**src/rtl/cam_pkg.sv**
```systemverilog
// Shared types and geometry for the camera capture path.
// Holds the capture FSM state encoding and the status counter widths.
package cam_pkg;

    typedef enum logic [1:0] {
        IDLE    = 2'd0,
        ARM     = 2'd1,
        CAPTURE = 2'd2,
        DONE    = 2'd3
    } cap_state_t;

    localparam int FRAME_LINES = 480;
    localparam int Y_WORDS     = 38400;
    localparam int UV_WORDS    = 4800;

    localparam int LINE_W = 10;
    localparam int WR1_W  = 16;
    localparam int WR2_W  = 13;

endpackage

```
**src/rtl/cam_sync_edge.sv**
```systemverilog
// Registers a sync pin and flags its rising/falling transitions.
// Edges appear one cycle after the pin changes; no backpressure.
module cam_sync_edge (
    input  logic clk,
    input  logic rst_n,
    input  logic sig,
    output logic rise,
    output logic fall
);

    logic cur;
    logic prev;

    always_ff @(posedge clk or negedge rst_n) begin
        if (!rst_n) begin
            cur  <= 1'b0;
            prev <= 1'b0;
        end else begin
            cur  <= sig;
            prev <= cur;
        end
    end

    assign rise = cur & ~prev;
    assign fall = prev & ~cur;

endmodule

```
**src/rtl/cam_capture_ctrl.sv**
```systemverilog
// Gates frame-buffer write strobes so only whole, requested frames are written.
// Strobes pass with zero latency in CAPTURE; status and control are registered.
module cam_capture_ctrl
    import cam_pkg::*;
#(
    parameter int                CNT_W          = 24,
    parameter int                MAX_LINES      = 480,
    parameter logic [CNT_W-1:0]  TIMEOUT_CYCLES = 24'd5_000_000
) (
    input  logic              MIPI_PIXEL_CLK,
    input  logic              RESET_N,
    input  logic              start,
    input  logic              abort,
    input  logic              continuous,
    input  logic              ack,
    input  logic              MIPI_PIXEL_VS,
    input  logic              MIPI_PIXEL_HS,
    input  logic              wren1_in,
    input  logic              wren2_in,
    output logic              wren1,
    output logic              wren2,
    output logic              bank,
    output logic              busy,
    output logic              done,
    output logic              err_timeout,
    output logic              err_overrun,
    output logic [LINE_W-1:0] line_count,
    output logic [WR1_W-1:0]  wr1_count,
    output logic [WR2_W-1:0]  wr2_count
);

    cap_state_t       state;
    logic [CNT_W-1:0] tcnt;
    logic             vs_rise;
    logic             vs_fall;
    logic             hs_rise;
    logic             hs_fall_unused;
    logic             in_cap;
    logic             overrun_now;
    logic             pass;

    cam_sync_edge u_vs_edge (
        .clk   (MIPI_PIXEL_CLK),
        .rst_n (RESET_N),
        .sig   (MIPI_PIXEL_VS),
        .rise  (vs_rise),
        .fall  (vs_fall)
    );

    cam_sync_edge u_hs_edge (
        .clk   (MIPI_PIXEL_CLK),
        .rst_n (RESET_N),
        .sig   (MIPI_PIXEL_HS),
        .rise  (hs_rise),
        .fall  (hs_fall_unused)
    );

    // Overrun and abort must cut the strobes in the very cycle they occur.
    assign in_cap      = (state == CAPTURE);
    assign overrun_now = in_cap && hs_rise && (line_count == LINE_W'(MAX_LINES));
    assign pass        = in_cap && !abort && !overrun_now;
    assign wren1       = pass & wren1_in;
    assign wren2       = pass & wren2_in;

    always_ff @(posedge MIPI_PIXEL_CLK or negedge RESET_N) begin
        if (!RESET_N) begin
            state       <= IDLE;
            tcnt        <= '0;
            bank        <= 1'b0;
            busy        <= 1'b0;
            done        <= 1'b0;
            err_timeout <= 1'b0;
            err_overrun <= 1'b0;
            line_count  <= '0;
            wr1_count   <= '0;
            wr2_count   <= '0;
        end else begin
            // Flag sets later in this block override an ack in the same cycle.
            if (ack) begin
                done        <= 1'b0;
                err_timeout <= 1'b0;
                err_overrun <= 1'b0;
            end

            if (abort) begin
                state <= IDLE;
                busy  <= 1'b0;
            end else begin
                case (state)
                    IDLE: begin
                        if (start) begin
                            done        <= 1'b0;
                            err_timeout <= 1'b0;
                            err_overrun <= 1'b0;
                            tcnt        <= '0;
                            state       <= ARM;
                            busy        <= 1'b1;
                        end
                    end
                    ARM: begin
                        if (vs_fall) begin
                            line_count <= '0;
                            wr1_count  <= '0;
                            wr2_count  <= '0;
                            state      <= CAPTURE;
                        end else if (tcnt == TIMEOUT_CYCLES - 1'b1) begin
                            err_timeout <= 1'b1;
                            state       <= IDLE;
                            busy        <= 1'b0;
                        end else begin
                            tcnt <= tcnt + 1'b1;
                        end
                    end
                    CAPTURE: begin
                        if (wren1 && !(&wr1_count)) wr1_count <= wr1_count + 1'b1;
                        if (wren2 && !(&wr2_count)) wr2_count <= wr2_count + 1'b1;
                        if (overrun_now) begin
                            err_overrun <= 1'b1;
                            state       <= IDLE;
                            busy        <= 1'b0;
                        end else begin
                            if (hs_rise) line_count <= line_count + 1'b1;
                            if (vs_rise) begin
                                done  <= 1'b1;
                                state <= DONE;
                                busy  <= 1'b0;
                            end
                        end
                    end
                    DONE: begin
                        if (start) begin
                            done        <= 1'b0;
                            err_timeout <= 1'b0;
                            err_overrun <= 1'b0;
                        end
                        if (continuous) bank <= ~bank;
                        if (start || continuous) begin
                            tcnt  <= '0;
                            state <= ARM;
                            busy  <= 1'b1;
                        end else begin
                            state <= IDLE;
                        end
                    end
                    default: begin
                        state <= IDLE;
                        busy  <= 1'b0;
                    end
                endcase
            end
        end
    end

endmodule

```
**config.mk**
```make
export PLATFORM = sky130hd
export DESIGN_NAME = cam_capture_ctrl
export DESIGN_NICKNAME = d
export VERILOG_FILES = /design/src/rtl/cam_pkg.sv /design/src/rtl/cam_sync_edge.sv /design/src/rtl/cam_capture_ctrl.sv
export SDC_FILE = /design/constraint.sdc
export NUM_CORES = 1
export LEC_CHECK = 0
export ABC_CLOCK_PERIOD_IN_PS = 3170
export CORE_MARGIN = 2
export CORE_UTILIZATION = 40
export DETAILED_ROUTE_END_ITERATION = 10
export PLACE_DENSITY = 0.6
export SYNTH_ARGS = -nofsm -noshare
export SYNTH_HDL_FRONTEND = slang
export SYNTH_HIERARCHICAL = 1
export SYNTH_SLANG_ARGS = --single-unit
export TNS_END_PERCENT = 100
```
**constraint.sdc**
```tcl
create_clock -name MIPI_PIXEL_CLK -period 3.17 [get_ports MIPI_PIXEL_CLK]
set_input_delay 0.4755 -clock MIPI_PIXEL_CLK [delete_from_list [all_inputs] [get_ports MIPI_PIXEL_CLK]]
set_output_delay 0.4755 -clock MIPI_PIXEL_CLK [all_outputs]
set_load 0.1 [all_outputs]
```
==> impl_metrics.json <==
{
  "grt.total_usage": 0.189,
  "grt_pass1_vias": 3553,
  "viasPerCell": 5.62,
  "overflow": 0,
  "cellPowerDensity_nw_per_um2": 571,
  "cts_tree": "yes",
  "netlist_area_sq_um": 4280,
  "critPathArrivalTime_ns": 2.40,
  "root_buffer": "clkbuf_8",
  "grt_max_degree": 75,
  "post_cts_buffers": 0,
  "r2r_cells": 7,
  "whs_ns": 0.256,
  "swShare": 0.427,
  "cts_hold_buf": 0,
  "numCtsBuffers": 9,
  "maxCapViolCount": 0,
  "crit_fanout": 7,
  "dp_hpwl_microns": 7280,
  "syn_to_final_growth_pct": 19.8,
  "die_y_microns": 107,
  "path_clk_slew_ns": 0.08,
  "vdd_drop_max_mv": 0.363,
  "placed_cells": 654,
  "pin_count": 56,
  "vias": 3767,
  "core-area_sq_um": 10400,
  "die_w_microns": 107,
  "drtIter0Drc": 191,
  "syn_nets": 488,
  "r2r-end": "wr1_count[5]",
  "grt_antenna_before_repair": 0,
  "drt_wl_total_microns": 10300,
  "power_frac_comb": 0.342,
  "grt_pass1_wl_microns": 17400,
  "r2r_slack_ns": 0.63,
  "drv_slew": 0,
  "fmax_mhz": 347,
  "final_nets": 550,
  "fin_tns_setup_ns": 0,
  "finalHoldViolations": 0,
  "dieArea_sq_um": 11500,
  "n_antenna_cell": 0,
  "p_leak_uw": 0.00221,
  "critical_path_class": "flip-flop to primary output",
  "p_int_uw": 1680,
  "cts_max_path_buffers": 2,
  "synthCells": 467,
  "critPathLaunchType": "flip-flop",
  "insertion_delay_ns": 0.36,
  "htree_num_levels": 3,
  "initial_core_util": 0.412,
  "yosysWarnings": 6,
  "syn_avg_cell_area_sq_um": 9.16,
  "worst_hold_path_type": "primary input to asynchronous set/reset pin",
  "cp-end-kind": "primary output",
  "r2r-start": "wr1_count[0]",
  "fin_worst_skew_ns": 0.0110,
  "wl_per_cell_microns": 15.4,
  "max-slew-margin-rel": 0.315,
  "required_ns": 2.69,
  "drc": 0,
  "status": "finished clean",
  "p_sw_uw": 1250,
  "ctsResizeCount": 0,
  "power_uw": 2930,
  "pwr-share-clk": 0.261,
  "port_buffers": 55,
  "finalCritPeriodShare": 0.908,
  "dr.pass1.iters": 4,
  "ant_nets": 0,
  "fin_cells": 670,
  "place_congestion": 0.875,
  "drive_gt1_frac": 0.170,
  "num_rows": 37,
  "seq_power_share": 0.398,
  "fin_crit_ns": 2.88,
  "cts_sinks": 74,
  "tightest_slew_ns": 1.03,
  "setup_violations": 0,
  "rsz0062_at_grt": "false"
}
power groups by stage:
stage               logic (uW)  registers, uW  clock network (uW)
floorplan                  283           1630                   0
global route              1060           1190                 827
finish                    1000           1160                 763
global placement           991           1180                   0
detailed placement        1000           1180                   0
CTS                       1010           1160                 789
layer usage:
layer | routed length (microns) | vias up | GRT usage | share of wire
met5 | 0 | - | 0 | 0
met2 | 4700 | 74 | 0.293 | 0.46
met1 | 5040 | 1844 | 0.264 | 0.49
met3 | 375 | 14 | 0.0285 | 0.036
met4 | 204 | 0 | 0.0788 | 0.020
li1 | - | 1835 | - | -
through the flow:
stage                     worst slack (ns)  cell area, sq um   util
final                                0.291              5120  0.494
after detailed placement             0.597              4930  0.475
after global routing                 0.109              5120  0.494
after CTS                            0.259              5120  0.494
after floorplan                     0.0635              4280      -
after global placement               0.651              4930  0.475
registers in the layout (all words and copies together) (netlist names):
name            cells
err_timeout         1
done                1
busy                1
u_vs_edge/prev      1
line_count         10
wr2_count          13
bank                1
u_hs_edge/cur       1
u_hs_edge/prev      1
u_vs_edge/cur       1
wr1_count          16
err_overrun         1
state               2
tcnt               24
layout by cell type, fill, tap and decap left out, types with 16 or more instances in the layout:
| master | n |
|---|---|
| nor3_1 | 19 |
| nand2_1 | 46 |
| buf_4 | 54 |
| nor2_1 | 40 |
| inv_1 | 18 |
| dfrtp_1 | 73 |
| xnor2_1 | 18 |
| nand3_1 | 46 |
| nand4_1 | 16 |
worst max path at each step:
stage	cells past startpoint	slack (ns)	startpoint	to
final	8	0.29	state[0]	wren1
after global routing	8	0.11	state[0]	wren1
after CTS	8	0.26	state[0]	wren1
after detailed placement	7	0.60	abort	wren1
after global placement	7	0.65	abort	wren1
after floorplan	9	0.06	line_count[1]	wr1_count[3]
final cells by class:
type	count	area [sq um]
inverters	18	67.6
well taps	136	170
flip-flops and latches	74	1850
repair buffers	64	526
clock buffers	14	163
clock inverters	2	35.0
multi-input cells	362	2310
fillers	1027	5250
critical path: stages, from the launching register on:
cell and delay, ns:
dfrtp_1 0.41, inv_1 0.14, ha_1 0.33, nand4bb_2 0.22, o31ai_2 0.25, buf_4 0.18
or2_1 0.21, inv_1 0.13, buf_12 0.19
Note: power is estimated with default switching activity, not from simulation.
